--- src/rtl/com_op_code_sequencer.sv ---
// Firmware op-code sequencer: accepts one command at a time, pulses the op strobe,
// and for w_execute starts one test state machine and waits for its done edge.
//
// state     | meaning
// IDLE      | ready for a command
// ISSUE     | op pulse is high; decide between returning and starting a test
// START     | sm_test_start is high for the selected test
// WAIT_DONE | counting cycles until the selected done bit rises or time runs out
module com_op_code_sequencer #(
  parameter logic [31:0] TIMEOUT_CYCLES = 32'd1000000
) (
  input  logic        fw_axi_clk,
  input  logic        fw_rst,
  input  logic        cmd_valid,
  output logic        cmd_ready,
  input  logic [3:0]  cmd_op_code,
  input  logic [3:0]  cmd_test_sel,
  input  logic        abort,
  input  logic [3:0]  sm_test_done,
  output logic [14:0] op_code_pulse,
  output logic [3:0]  sm_test_start,
  output logic        busy,
  output logic        error_w_execute_cfg,
  output logic        error_illegal_op,
  output logic        timeout
);

  typedef enum logic [1:0] {IDLE, ISSUE, START, WAIT_DONE} state_t;

  localparam logic [3:0] OP_STATUS_CLEAR = 4'd0;
  localparam logic [3:0] OP_EXECUTE      = 4'd14;
  localparam logic [3:0] OP_ILLEGAL      = 4'd15;

  state_t      state;
  logic [3:0]  op_q;
  logic [3:0]  sel_q;
  logic        sel_ok_q;
  logic [3:0]  done_prev;
  logic [31:0] count;

  logic        sel_one_hot;
  logic        done_seen;

  assign sel_one_hot = (cmd_test_sel != 4'd0) &&
                       ((cmd_test_sel & (cmd_test_sel - 4'd1)) == 4'd0);
  // Only a 0->1 transition on the selected bit counts; a level already high does not.
  assign done_seen   = |(sm_test_done & ~done_prev & sel_q);

  always_ff @(posedge fw_axi_clk or posedge fw_rst) begin
    if (fw_rst) begin
      state               <= IDLE;
      op_q                <= '0;
      sel_q               <= '0;
      sel_ok_q            <= 1'b0;
      done_prev           <= 4'b1111;
      count               <= '0;
      cmd_ready           <= 1'b1;
      busy                <= 1'b0;
      op_code_pulse       <= '0;
      sm_test_start       <= '0;
      error_w_execute_cfg <= 1'b0;
      error_illegal_op    <= 1'b0;
      timeout             <= 1'b0;
    end else begin
      done_prev     <= sm_test_done;
      op_code_pulse <= '0;
      sm_test_start <= '0;

      case (state)
        IDLE: begin
          if (cmd_valid) begin
            state     <= ISSUE;
            op_q      <= cmd_op_code;
            sel_q     <= cmd_test_sel;
            sel_ok_q  <= sel_one_hot;
            cmd_ready <= 1'b0;
            busy      <= 1'b1;
            if (cmd_op_code != OP_ILLEGAL)
              op_code_pulse <= 15'd1 << cmd_op_code;
            if (cmd_op_code == OP_STATUS_CLEAR) begin
              error_w_execute_cfg <= 1'b0;
              error_illegal_op    <= 1'b0;
              timeout             <= 1'b0;
            end
          end
        end

        ISSUE: begin
          if (!abort && op_q == OP_EXECUTE && sel_ok_q) begin
            state         <= START;
            sm_test_start <= sel_q;
          end else begin
            state     <= IDLE;
            cmd_ready <= 1'b1;
            busy      <= 1'b0;
            if (!abort && op_q == OP_ILLEGAL)
              error_illegal_op <= 1'b1;
            if (!abort && op_q == OP_EXECUTE)
              error_w_execute_cfg <= 1'b1;
          end
        end

        START: begin
          count <= '0;
          if (abort) begin
            state     <= IDLE;
            cmd_ready <= 1'b1;
            busy      <= 1'b0;
          end else begin
            state <= WAIT_DONE;
          end
        end

        WAIT_DONE: begin
          if (abort || done_seen) begin
            state     <= IDLE;
            cmd_ready <= 1'b1;
            busy      <= 1'b0;
            count     <= '0;
          end else if (count == TIMEOUT_CYCLES - 32'd1) begin
            state     <= IDLE;
            cmd_ready <= 1'b1;
            busy      <= 1'b0;
            count     <= '0;
            timeout   <= 1'b1;
          end else begin
            count <= count + 32'd1;
          end
        end

        default: begin
          state     <= IDLE;
          cmd_ready <= 1'b1;
          busy      <= 1'b0;
          count     <= '0;
        end
      endcase
    end
  end

endmodule

--- config.mk ---
export PLATFORM = sky130hd
export DESIGN_NAME = com_op_code_sequencer
export DESIGN_NICKNAME = d
export VERILOG_FILES = /design/src/rtl/com_op_code_sequencer.sv
export SDC_FILE = /design/constraint.sdc
export NUM_CORES = 1
export LEC_CHECK = 0
export CORE_MARGIN = 5
export CORE_UTILIZATION = 56
export DETAILED_ROUTE_END_ITERATION = 8
export GPL_ROUTABILITY_DRIVEN = 0
export MAX_ROUTING_LAYER = met4
export PLACE_DENSITY = 0.8
export SLEW_MARGIN = 25
export SYNTH_ARGS = -nofsm -noshare
export SYNTH_HDL_FRONTEND = slang
export SYNTH_SLANG_ARGS = --single-unit
--- constraint.sdc ---
create_clock -name fw_axi_clk -period 2.8 [get_ports fw_axi_clk]
set_input_delay 0.56 -clock fw_axi_clk [delete_from_list [all_inputs] [get_ports fw_axi_clk]]
set_output_delay 0.56 -clock fw_axi_clk [all_outputs]
set_load 0.01 [all_outputs]
==> results of run 1 <==
==> Yosys cell counts, types with 4 or more instances <==
library cell	count	area, um2
a31oi_1	9	56.3
a41oi_1	4	35.0
and2_1	6	37.5
and3_1	4	25.0
buf_2	5	25.0
clkbuf_1	10	37.5
dfrtp_1	66	1650
dfstp_2	5	131
inv_1	19	71.3
mux2_2	8	90.1
nand2_1	34	128
nand3_1	17	85.1
nand3b_1	4	30.0
nand4_1	22	138
nor2_1	28	105
nor3_1	12	60.1
nor4_1	10	62.6
o211ai_1	6	45.0
o21ai_0	19	95.1
o311ai_0	5	43.8
or3_1	4	25.0
or4_1	4	30.0
==> power groups by stage <==
stage	clock, mW	sequential (mW)	combinational [mW]
after floorplan	0	1.25	0.251
after global placement	0	1.31	0.319
after detailed placement	0	1.31	0.335
after CTS	0.808	1.29	0.338
after global routing	0.853	1.32	0.371
final	0.800	1.30	0.333
==> flip-flops by register name, summed over array words and instances (netlist names) <==
signal               count
count                   32
op_code_pulse           15
done_prev                4
op_q                     4
sel_q                    4
sm_test_start            4
state                    2
busy                     1
cmd_ready                1
error_illegal_op         1
error_w_execute_cfg      1
sel_ok_q                 1
timeout                  1
==> worst min-delay path, stage by stage (launching register included) <==
cell and delay [ns]:
dfstp_2 0.37, inv_1 0.04, o22ai_1 0.06
==> per-stage QoR <==
step | util, % | hold WS [ns] | cells | setup WS, ns
floorplan | - | 0.465 | 353 | 0.452
global placement | 66.7 | 0.473 | 460 | 0.418
detailed placement | 66.7 | 0.465 | 460 | 0.349
CTS | 69.9 | 0.476 | 476 | 0.456
global route | 69.9 | 0.510 | 476 | 0.214
finish | 69.9 | 0.477 | 476 | 0.407
==> area by class of cell <==
cell class | count | area, um2
fill | 454 | 1790
sequential | 71 | 1780
multi-input combinational | 245 | 1540
timing repair buffer | 50 | 485
clock buffer | 10 | 128
tap | 75 | 93.8
inverter | 19 | 71.3
clock inverter | 6 | 61.3
==> final timing paths <==
kind | from | end | slack [ns] | depth (start not counted)
max | count[0] | count[14] | 0.41 | 7
min | cmd_ready | cmd_ready | 0.48 | 2
min in group asynchronous | fw_rst | count[10] | 0.59 | 2
max reg2reg | count[0] | count[14] | 0.41 | 7
min reg2reg | cmd_ready | cmd_ready | 0.48 | 2
max in group asynchronous | fw_rst | done_prev[3] | 1.52 | 3
==> routing by layer <==
layer  wire length, um  track usage, %  vias to the layer above
met5                 0               -                        -
met4               165            9.34                        0
met3               577            4.00                       18
met2              4070            35.5                      128
met1              3670            33.4                     1458
li1                  -               -                     1407
==> placed cells by master (no fill, tap or decap), types with 10 or more instances in the layout <==
cell,n
dfrtp_1,66
clkdlybuf4s50_1,39
nand2_1,34
nor2_1,27
nand4_1,22
o21ai_0,19
inv_1,18
nand3_1,17
nor3_1,12
nor4_1,10
buf_4,10
==> logic make-up after synthesis <==
family,Yosys count,synth area share [%]
adders and majority gates,1,0.361
buffers and inverters,37,4.26
muxes,9,2.89
xor gates and xnor gates,2,0.505
DFF,71,51.4
AOI/OAI and AO/OA,67,13.6
and+or+nand+nor,166,27.0
==> impl_metrics.py, run 1 <==
metrics = {
    "outcome": {
        "outcome": "finished clean",
    },
    "power": {
        "pwr-share-clk_pct": 32.9,
        "seq_power_share_pct": 53.4,
        "ir_worst_vdd_mv": 0.379,
        "p_sw_uw": 716,
        "p_leak_nw": 1.68,
        "pwr-share-comb_pct": 13.7,
        "p_total_mw": 2.43,
        "p_per_area_nw_per_um2": 584,
        "swShare_pct": 29.4,
        "intPower_mw": 1.72,
    },
    "grt": {
        "grt_max_degree": 41,
        "grt_pass1_wl_um": 13900,
        "overflow": 0,
        "grt_antenna_before_repair": 0,
        "first_global_vias": 2812,
        "grt_usage_pct": 24.1,
    },
    "worst_setup_path": {
        "cp_top_family": "simple AND/OR/NAND/NOR gates",
        "startpoint_type": "flip-flop",
        "critPathCaptureType": "flip-flop",
        "cp_slowest_cell": "dfrtp_1",
        "critPathArrivalTime_ns": 2.60,
        "max_stage_delay_ns": 0.44,
        "crit_chain": "ha_1 -> nand3_1 -> nor3_1 -> nand3_2 -> nand2_1 -> buf_4 -> o221ai_1",
        "cp_max_fo": 10,
        "crit_required_ns": 3.00,
        "path_buf_inv": 1,
        "crit_type": "flip-flop to flip-flop",
    },
    "clock_tree": {
        "numCtsBuffers": 9,
        "clock_latency_ns": 0.35,
        "post_cts_buffers": 0,
        "cts_sinks": 71,
        "cts-root-buf": "clkbuf_8",
        "cts_tree": "done",
        "htreeDepth": 3,
        "clockBufferDepth": 2,
        "holdBufCountCts": 0,
        "cts_resized": 0,
        "clkTransAtPathRegs_ns": 0.07,
    },
    "floorplan": {
        "die_x_um": 88.7,
        "dieArea_um2": 7870,
        "floorplan.initialDensity_pct": 58.2,
        "rows": 28,
        "coreArea_um2": 5960,
        "die_h_um": 88.7,
        "top_level_ports": 40,
    },
    "sta": {
        "fin_crit_ns": 2.39,
        "slew_headroom_pct": 54.8,
        "grt_setup_unrepaired": "false",
        "hold_violations": 0,
        "setup-tns-final_ns": 0,
        "setup_viol": 0,
        "maxSlewViolCount": 0,
        "min_period_over_period_pct": 85.5,
        "max_freq_mhz": 418,
        "clock_skew_ns": 0.00909,
        "tightest_slew_ns": 0.678,
    },
    "yosys": {
        "ys_types": 57,
        "netlist_instances": 353,
        "syn-cell-area_um2": 3470,
        "synth_seq_cells": 71,
        "synth_flop_cell": "dfrtp_1",
        "syn-num-nets": 370,
        "synth_seq_area_share_pct": 51.4,
        "syn_area_per_cell_um2": 9.83,
        "async_flop_share_pct": 100,
        "synth_warnings": 0,
        "synth_edf_count": 0,
    },
    "flow_run": {
        "max_cap_viol_count": 0,
    },
    "routing": {
        "remaining_drc_errors": 0,
        "routedWlPerCell_um": 17.8,
        "vias": 3011,
        "routed_wl_um": 8490,
        "first_iter_violations": 247,
        "drt_first_pass_iters": 4,
        "antenna_left": 0,
        "vias_per_cell": 6.33,
    },
    "layout": {
        "antennaDiodeCount": 0,
        "final_design_area_no_fill_um2": 4160,
        "num-nets-final": 413,
        "area_delta_synth_final_pct": 20.0,
        "layout-drive-gt1-share_pct": 12.2,
    },
    "placement": {
        "place_area_um2": 3970,
        "hpwl_um": 6030,
        "portBuffers": 39,
    },
    "worst_hold_path": {
        "hold_path.class": "flip-flop to flip-flop",
    },
}
Note: power is estimated with default switching activity, not from simulation.
==> inputs of run 2 (changes only) <==
--- a/config.mk
+++ b/config.mk
@@ -6,11 +6,10 @@
 export NUM_CORES = 1
 export LEC_CHECK = 0
 export CORE_MARGIN = 5
-export CORE_UTILIZATION = 56
+export CORE_UTILIZATION = 40
 export DETAILED_ROUTE_END_ITERATION = 8
 export GPL_ROUTABILITY_DRIVEN = 0
 export MAX_ROUTING_LAYER = met4
-export PLACE_DENSITY = 0.8
 export SLEW_MARGIN = 25
 export SYNTH_ARGS = -nofsm -noshare
 export SYNTH_HDL_FRONTEND = slang
==> run 2 against run 1 <==
Combinational power is 4% lower; sequential power hardly changed; cell count is 6.9% higher; clock skew is 0.0053 ns higher; critical path type unchanged.
==> impl_metrics.py, run 2 (synthesis results as in run 1) <==
metrics = {
    "floorplan": {
        "floorplan.initialDensity_pct": 40.4,
        "die_h_um": 103,
        "die_x_um": 103,
        "top_level_ports": 40,
        "dieArea_um2": 10600,
        "rows": 34,
        "coreArea_um2": 8590,
    },
    "sta": {
        "hold_violations": 0,
        "max_freq_mhz": 447,
        "setup-tns-final_ns": 0,
        "clock_skew_ns": 0.0144,
        "grt_setup_unrepaired": "false",
        "slew_headroom_pct": 57.1,
        "setup_viol": 0,
        "min_period_over_period_pct": 79.8,
        "fin_crit_ns": 2.24,
        "maxSlewViolCount": 0,
        "tightest_slew_ns": 0.643,
        "setup_ws_ns": 0.565,
        "fin_hold_ws_ns": 0.482,
    },
    "grt": {
        "grt_pass1_wl_um": 13800,
        "grt_usage_pct": 17.3,
        "grt_max_degree": 55,
        "first_global_vias": 2774,
        "overflow": 0,
        "grt_antenna_before_repair": 0,
    },
    "power": {
        "swShare_pct": 29.3,
        "p_sw_uw": 716,
        "p_leak_nw": 1.68,
        "intPower_mw": 1.72,
        "seq_power_share_pct": 53.0,
        "p_per_area_nw_per_um2": 579,
        "pwr-share-comb_pct": 13.2,
        "ir_worst_vdd_mv": 0.237,
        "pwr-share-clk_pct": 33.8,
    },
    "layout": {
        "num-nets-final": 413,
        "layout-drive-gt1-share_pct": 12.2,
        "largest_reg_flops": 32,
        "layout_common_cells": "dfrtp_1, clkdlybuf4s50_1, nand2_1",
        "biggestRegsByFlops": "count: 32 flops, op_code_pulse: 15 flops",
        "layout_commonest_cell": "dfrtp_1",
        "antennaDiodeCount": 0,
        "area_delta_synth_final_pct": 21.5,
        "regMostFlops": "count",
    },
    "routing": {
        "vias": 2913,
        "routedWlPerCell_um": 16.3,
        "antenna_left": 0,
        "routed_wl_um": 8310,
        "first_iter_violations": 219,
        "vias_per_cell": 5.72,
        "remaining_drc_errors": 0,
        "drt_first_pass_iters": 4,
    },
    "worst_setup_path": {
        "crit_chain": "or4_4 -> nor4_4 -> nand3_2 -> nand2_1 -> buf_4 -> o211ai_1",
        "regToRegSetupSlack_ns": 0.56,
        "crit_required_ns": 3.02,
        "r2r_end": "count[31]",
        "rr_worst_depth": 6,
        "cp_max_fo": 9,
        "r2r_start": "count[24]",
        "cp_slowest_cell": "or4_4",
        "critPathArrivalTime_ns": 2.45,
        "startpoint_type": "flip-flop",
        "critPathCaptureType": "flip-flop",
        "max_stage_delay_ns": 0.56,
        "crit_type": "flip-flop to flip-flop",
    },
    "clock_tree": {
        "htreeDepth": 3,
        "holdBufCountCts": 0,
        "clockBufferDepth": 2,
        "clkTransAtPathRegs_ns": 0.08,
        "cts-root-buf": "clkbuf_8",
        "clock_latency_ns": 0.35,
        "post_cts_buffers": 0,
        "numCtsBuffers": 9,
        "cts_resized": 0,
        "cts_sinks": 71,
        "cts_tree": "done",
    },
    "worst_hold_path": {
        "hp-start": "cmd_ready",
        "hold_end": "cmd_ready",
        "hold_path.class": "flip-flop to flip-flop",
        "hold_depth": 2,
    },
    "placement": {
        "portBuffers": 39,
        "dp_slack_ns": 0.422,
        "hpwl_um": 5930,
    },
    "outcome": {
        "outcome": "finished clean",
    },
    "flow_run": {
        "max_cap_viol_count": 0,
    },
}
run 2: area by class of cell:
type                            instances  area, um2
Clock buffer                           10        128
Clock inverter                          6       71.3
Fill cell                             810       4380
Inverter                               19       71.3
Multi-Input combinational cell        245       1540
Sequential cell                        71       1780
Tap cell                              108        135
Timing Repair Buffer                   50        485
run 2: metrics by stage:
stage	utilization, %	power (mW)	std cells	instance area, um2
after floorplan	-	1.50	353	3470
after global placement	46.7	1.63	493	4020
after detailed placement	46.7	1.64	493	4020
after CTS	49.0	2.46	509	4210
after global routing	49.0	2.58	509	4210
final	49.0	2.44	509	4210
run 2: per-layer routing:
metal | up-vias | track usage (%) | wire length [um]
met5 | - | - | 0
met4 | 0 | 6.57 | 133
met3 | 12 | 3.86 | 363
met2 | 73 | 25.4 | 3840
met1 | 1416 | 23.5 | 3970
li1 | 1412 | - | -
run 2: worst max-delay path: cells and delay by family, from the launching register on:
family | cells | cell delay [ns]
buffers and inverters | 1 | 0.19
flip-flops | 1 | 0.44
AND/OR/NAND/NOR | 4 | 1.38
AO/OA/AOI/OAI | 1 | 0.09
run 2: power by group through the flow:
stage | logic (mW) | registers [mW] | clock network (mW)
3_3_place_gp | 0.319 | 1.31 | 0
6_report | 0.321 | 1.29 | 0.824
2_1_floorplan | 0.251 | 1.25 | 0
4_1_cts | 0.327 | 1.29 | 0.842
3_5_place_dp | 0.327 | 1.31 | 0
5_1_grt | 0.364 | 1.31 | 0.898
run 2: worst max-delay path by stage:
stage	start	endpoint	slack [ns]	cells after the start
6_report	count[24]	count[31]	0.56	6
5_1_grt	count[0]	count[31]	0.30	7
4_1_cts	count[30]	count[31]	0.54	6
3_5_place_dp	abort	count[21]	0.42	7
3_3_place_gp	abort	count[21]	0.50	7
2_1_floorplan	fw_rst	busy	0.45	1
==> inputs of run 3 (changes only) <==
==> constraint.sdc (replaced) <==
create_clock -name fw_axi_clk -period 2.3 [get_ports fw_axi_clk]
set_input_delay 0.46 -clock fw_axi_clk [delete_from_list [all_inputs] [get_ports fw_axi_clk]]
set_output_delay 0.46 -clock fw_axi_clk [all_outputs]
set_load 0.01 [all_outputs]
==> run 3 against run 2 <==
Global-route usage rose by 1.4 points; critical endpoint is now count[25]; clock skew down 0.0063 ns; first-iteration DRC count fell by 41%; critical path type unchanged; wire length rose by 6.6%; cell area is 4.3% higher; die area is the same; cell count up 3.7%; sequential cell count unchanged; core utilization up 2.1 points.
==> impl_metrics.py, run 3 (synthesis results as in run 1) <==
metrics = {
    "outcome": {
        "outcome": "finished clean",
    },
    "floorplan": {
        "die_h_um": 103,
        "die_x_um": 103,
        "rows": 34,
        "coreArea_um2": 8590,
        "dieArea_um2": 10600,
        "floorplan.initialDensity_pct": 40.4,
        "top_level_ports": 40,
    },
    "sta": {
        "tightest_slew_ns": 0.485,
        "hold_violations": 0,
        "fin_hold_ws_ns": 0.439,
        "grt_setup_unrepaired": "false",
        "min_period_over_period_pct": 93.5,
        "maxSlewViolCount": 0,
        "setup_ws_ns": 0.149,
        "clock_skew_ns": 0.00810,
        "setup-tns-final_ns": 0,
        "setup_viol": 0,
        "fin_crit_ns": 2.15,
        "slew_headroom_pct": 67.4,
        "max_freq_mhz": 465,
    },
    "power": {
        "seq_power_share_pct": 49.4,
        "p_per_area_nw_per_um2": 713,
        "p_sw_uw": 882,
        "pwr-share-clk_pct": 35.4,
        "p_leak_nw": 1.79,
        "intPower_mw": 2.25,
        "pwr-share-comb_pct": 15.1,
        "ir_worst_vdd_mv": 0.342,
        "swShare_pct": 28.2,
    },
    "layout": {
        "area_delta_synth_final_pct": 26.7,
        "layout-drive-gt1-share_pct": 16.4,
        "layout_commonest_cell": "dfrtp_1",
        "largest_reg_flops": 32,
        "regMostFlops": "count",
        "antennaDiodeCount": 0,
        "layout_common_cells": "dfrtp_1, clkdlybuf4s50_1, nand2_1",
        "biggestRegsByFlops": "count: 32 flops, op_code_pulse: 15 flops",
        "final_design_area_no_fill_um2": 4390,
        "num-nets-final": 432,
        "post-route-util_pct": 51.1,
    },
    "worst_setup_path": {
        "cp_max_fo": 21,
        "startpoint_type": "flip-flop",
        "cp_slowest_cell": "or4_4",
        "r2r_start": "count[31]",
        "crit_chain": "or4_4 -> nor4_4 -> nand3_2 -> buf_4 -> a32oi_1 -> o21ai_0",
        "max_stage_delay_ns": 0.53,
        "crit_type": "flip-flop to flip-flop",
        "critPathArrivalTime_ns": 2.37,
        "crit_required_ns": 2.52,
        "r2r_end": "count[25]",
        "rr_worst_depth": 6,
        "crit_end": "count[25]",
        "worstSetupStartpoint": "count[31]",
        "critPathCaptureType": "flip-flop",
        "regToRegSetupSlack_ns": 0.15,
    },
    "grt": {
        "grt_antenna_before_repair": 0,
        "overflow": 0,
        "grt_max_degree": 39,
        "grt_usage_pct": 18.7,
        "grt_pass1_wl_um": 14900,
        "first_global_vias": 2891,
    },
    "placement": {
        "dp_slack_ns": -0.0272,
        "hpwl_um": 6350,
        "place_area_um2": 4170,
        "portBuffers": 39,
    },
    "routing": {
        "vias": 2984,
        "drt_first_pass_iters": 4,
        "first_iter_violations": 129,
        "routedWlPerCell_um": 16.8,
        "antenna_left": 0,
        "remaining_drc_errors": 0,
        "routed_wl_um": 8850,
        "vias_per_cell": 5.65,
    },
    "clock_tree": {
        "cts_sinks": 71,
        "cts-root-buf": "clkbuf_8",
        "numCtsBuffers": 9,
        "clkTransAtPathRegs_ns": 0.08,
        "htreeDepth": 3,
        "cts_tree": "done",
        "clockBufferDepth": 2,
        "clock_latency_ns": 0.34,
    },
    "worst_hold_path": {
        "hold_path.class": "input pin to async pin",
    },
    "flow_run": {
        "max_cap_viol_count": 0,
    },
}
==> run 3: cell count changes in the layout (fill, tap and decap cells not counted) <==
cell,delta
buf_12,+1
buf_4,+18
bufinv_16,+1
clkinv_4,-1
clkinvlp_4,-1
inv_6,+1
nand2_1,-1
nand2_2,+1
==> run 3: how the worst min path moves through the flow <==
stage                    start               end  slack [ns]  cells after the start
2_1_floorplan  sm_test_done[0]      done_prev[0]        0.46                      0
3_3_place_gp         cmd_ready         cmd_ready        0.47                      2
3_5_place_dp              busy              busy        0.48                      1
4_1_cts                 fw_rst  sm_test_start[3]        0.43                      2
5_1_grt                 fw_rst  sm_test_start[3]        0.47                      2
6_report                fw_rst  sm_test_start[3]        0.44                      2
==> run 3: cell type report <==
| cell class | instances | area, um2 |
|---|---|---|
| Fill cell | 785 | 4200 |
| Sequential cell | 71 | 1780 |
| Multi-Input combinational cell | 245 | 1540 |
| Timing Repair Buffer | 69 | 641 |
| Tap cell | 108 | 135 |
| Clock buffer | 10 | 128 |
| Clock inverter | 6 | 93.8 |
| Inverter | 19 | 71.3 |
==> run 3: routing by layer <==
layer  vias to the layer above  GRT usage, %  wire length [um]
met5                         -             -                 0
met3                        10          5.14               415
met1                      1457          26.1              4290
met2                        59          26.3              4030
li1                       1458             -                 -
met4                         0          5.98               121
==> run 3: stage by stage <==
step	power, mW	cells
global placement	2.03	512
detailed placement	2.05	512
floorplan	1.83	353
CTS	3.17	528
global route	3.32	528
finish	3.13	528
==> run 3: repair_timing <==
item	4_1_cts	5_1_grt
setup endpoints to repair	0	1
hold buffers	0	0
setup buffers	0	0
resized for setup	0	1
==> run 3: power groups by stage <==
| stage | Clock [mW] | Combinational (mW) | Sequential (mW) |
|---|---|---|---|
| detailed placement | 0 | 0.479 | 1.57 |
| floorplan | 0 | 0.306 | 1.52 |
| finish | 1.11 | 0.474 | 1.55 |
| global placement | 0 | 0.466 | 1.57 |
| CTS | 1.14 | 0.480 | 1.55 |
| global route | 1.21 | 0.533 | 1.57 |
==> run 3: critical path, delay by kind of cell (launching register included) <==
kind	cells	cell delay (ns)
and+or+nand+nor	3	1.01
DFF	1	0.41
AOI/OAI and AO/OA	2	0.35
buffers and inverters	1	0.25
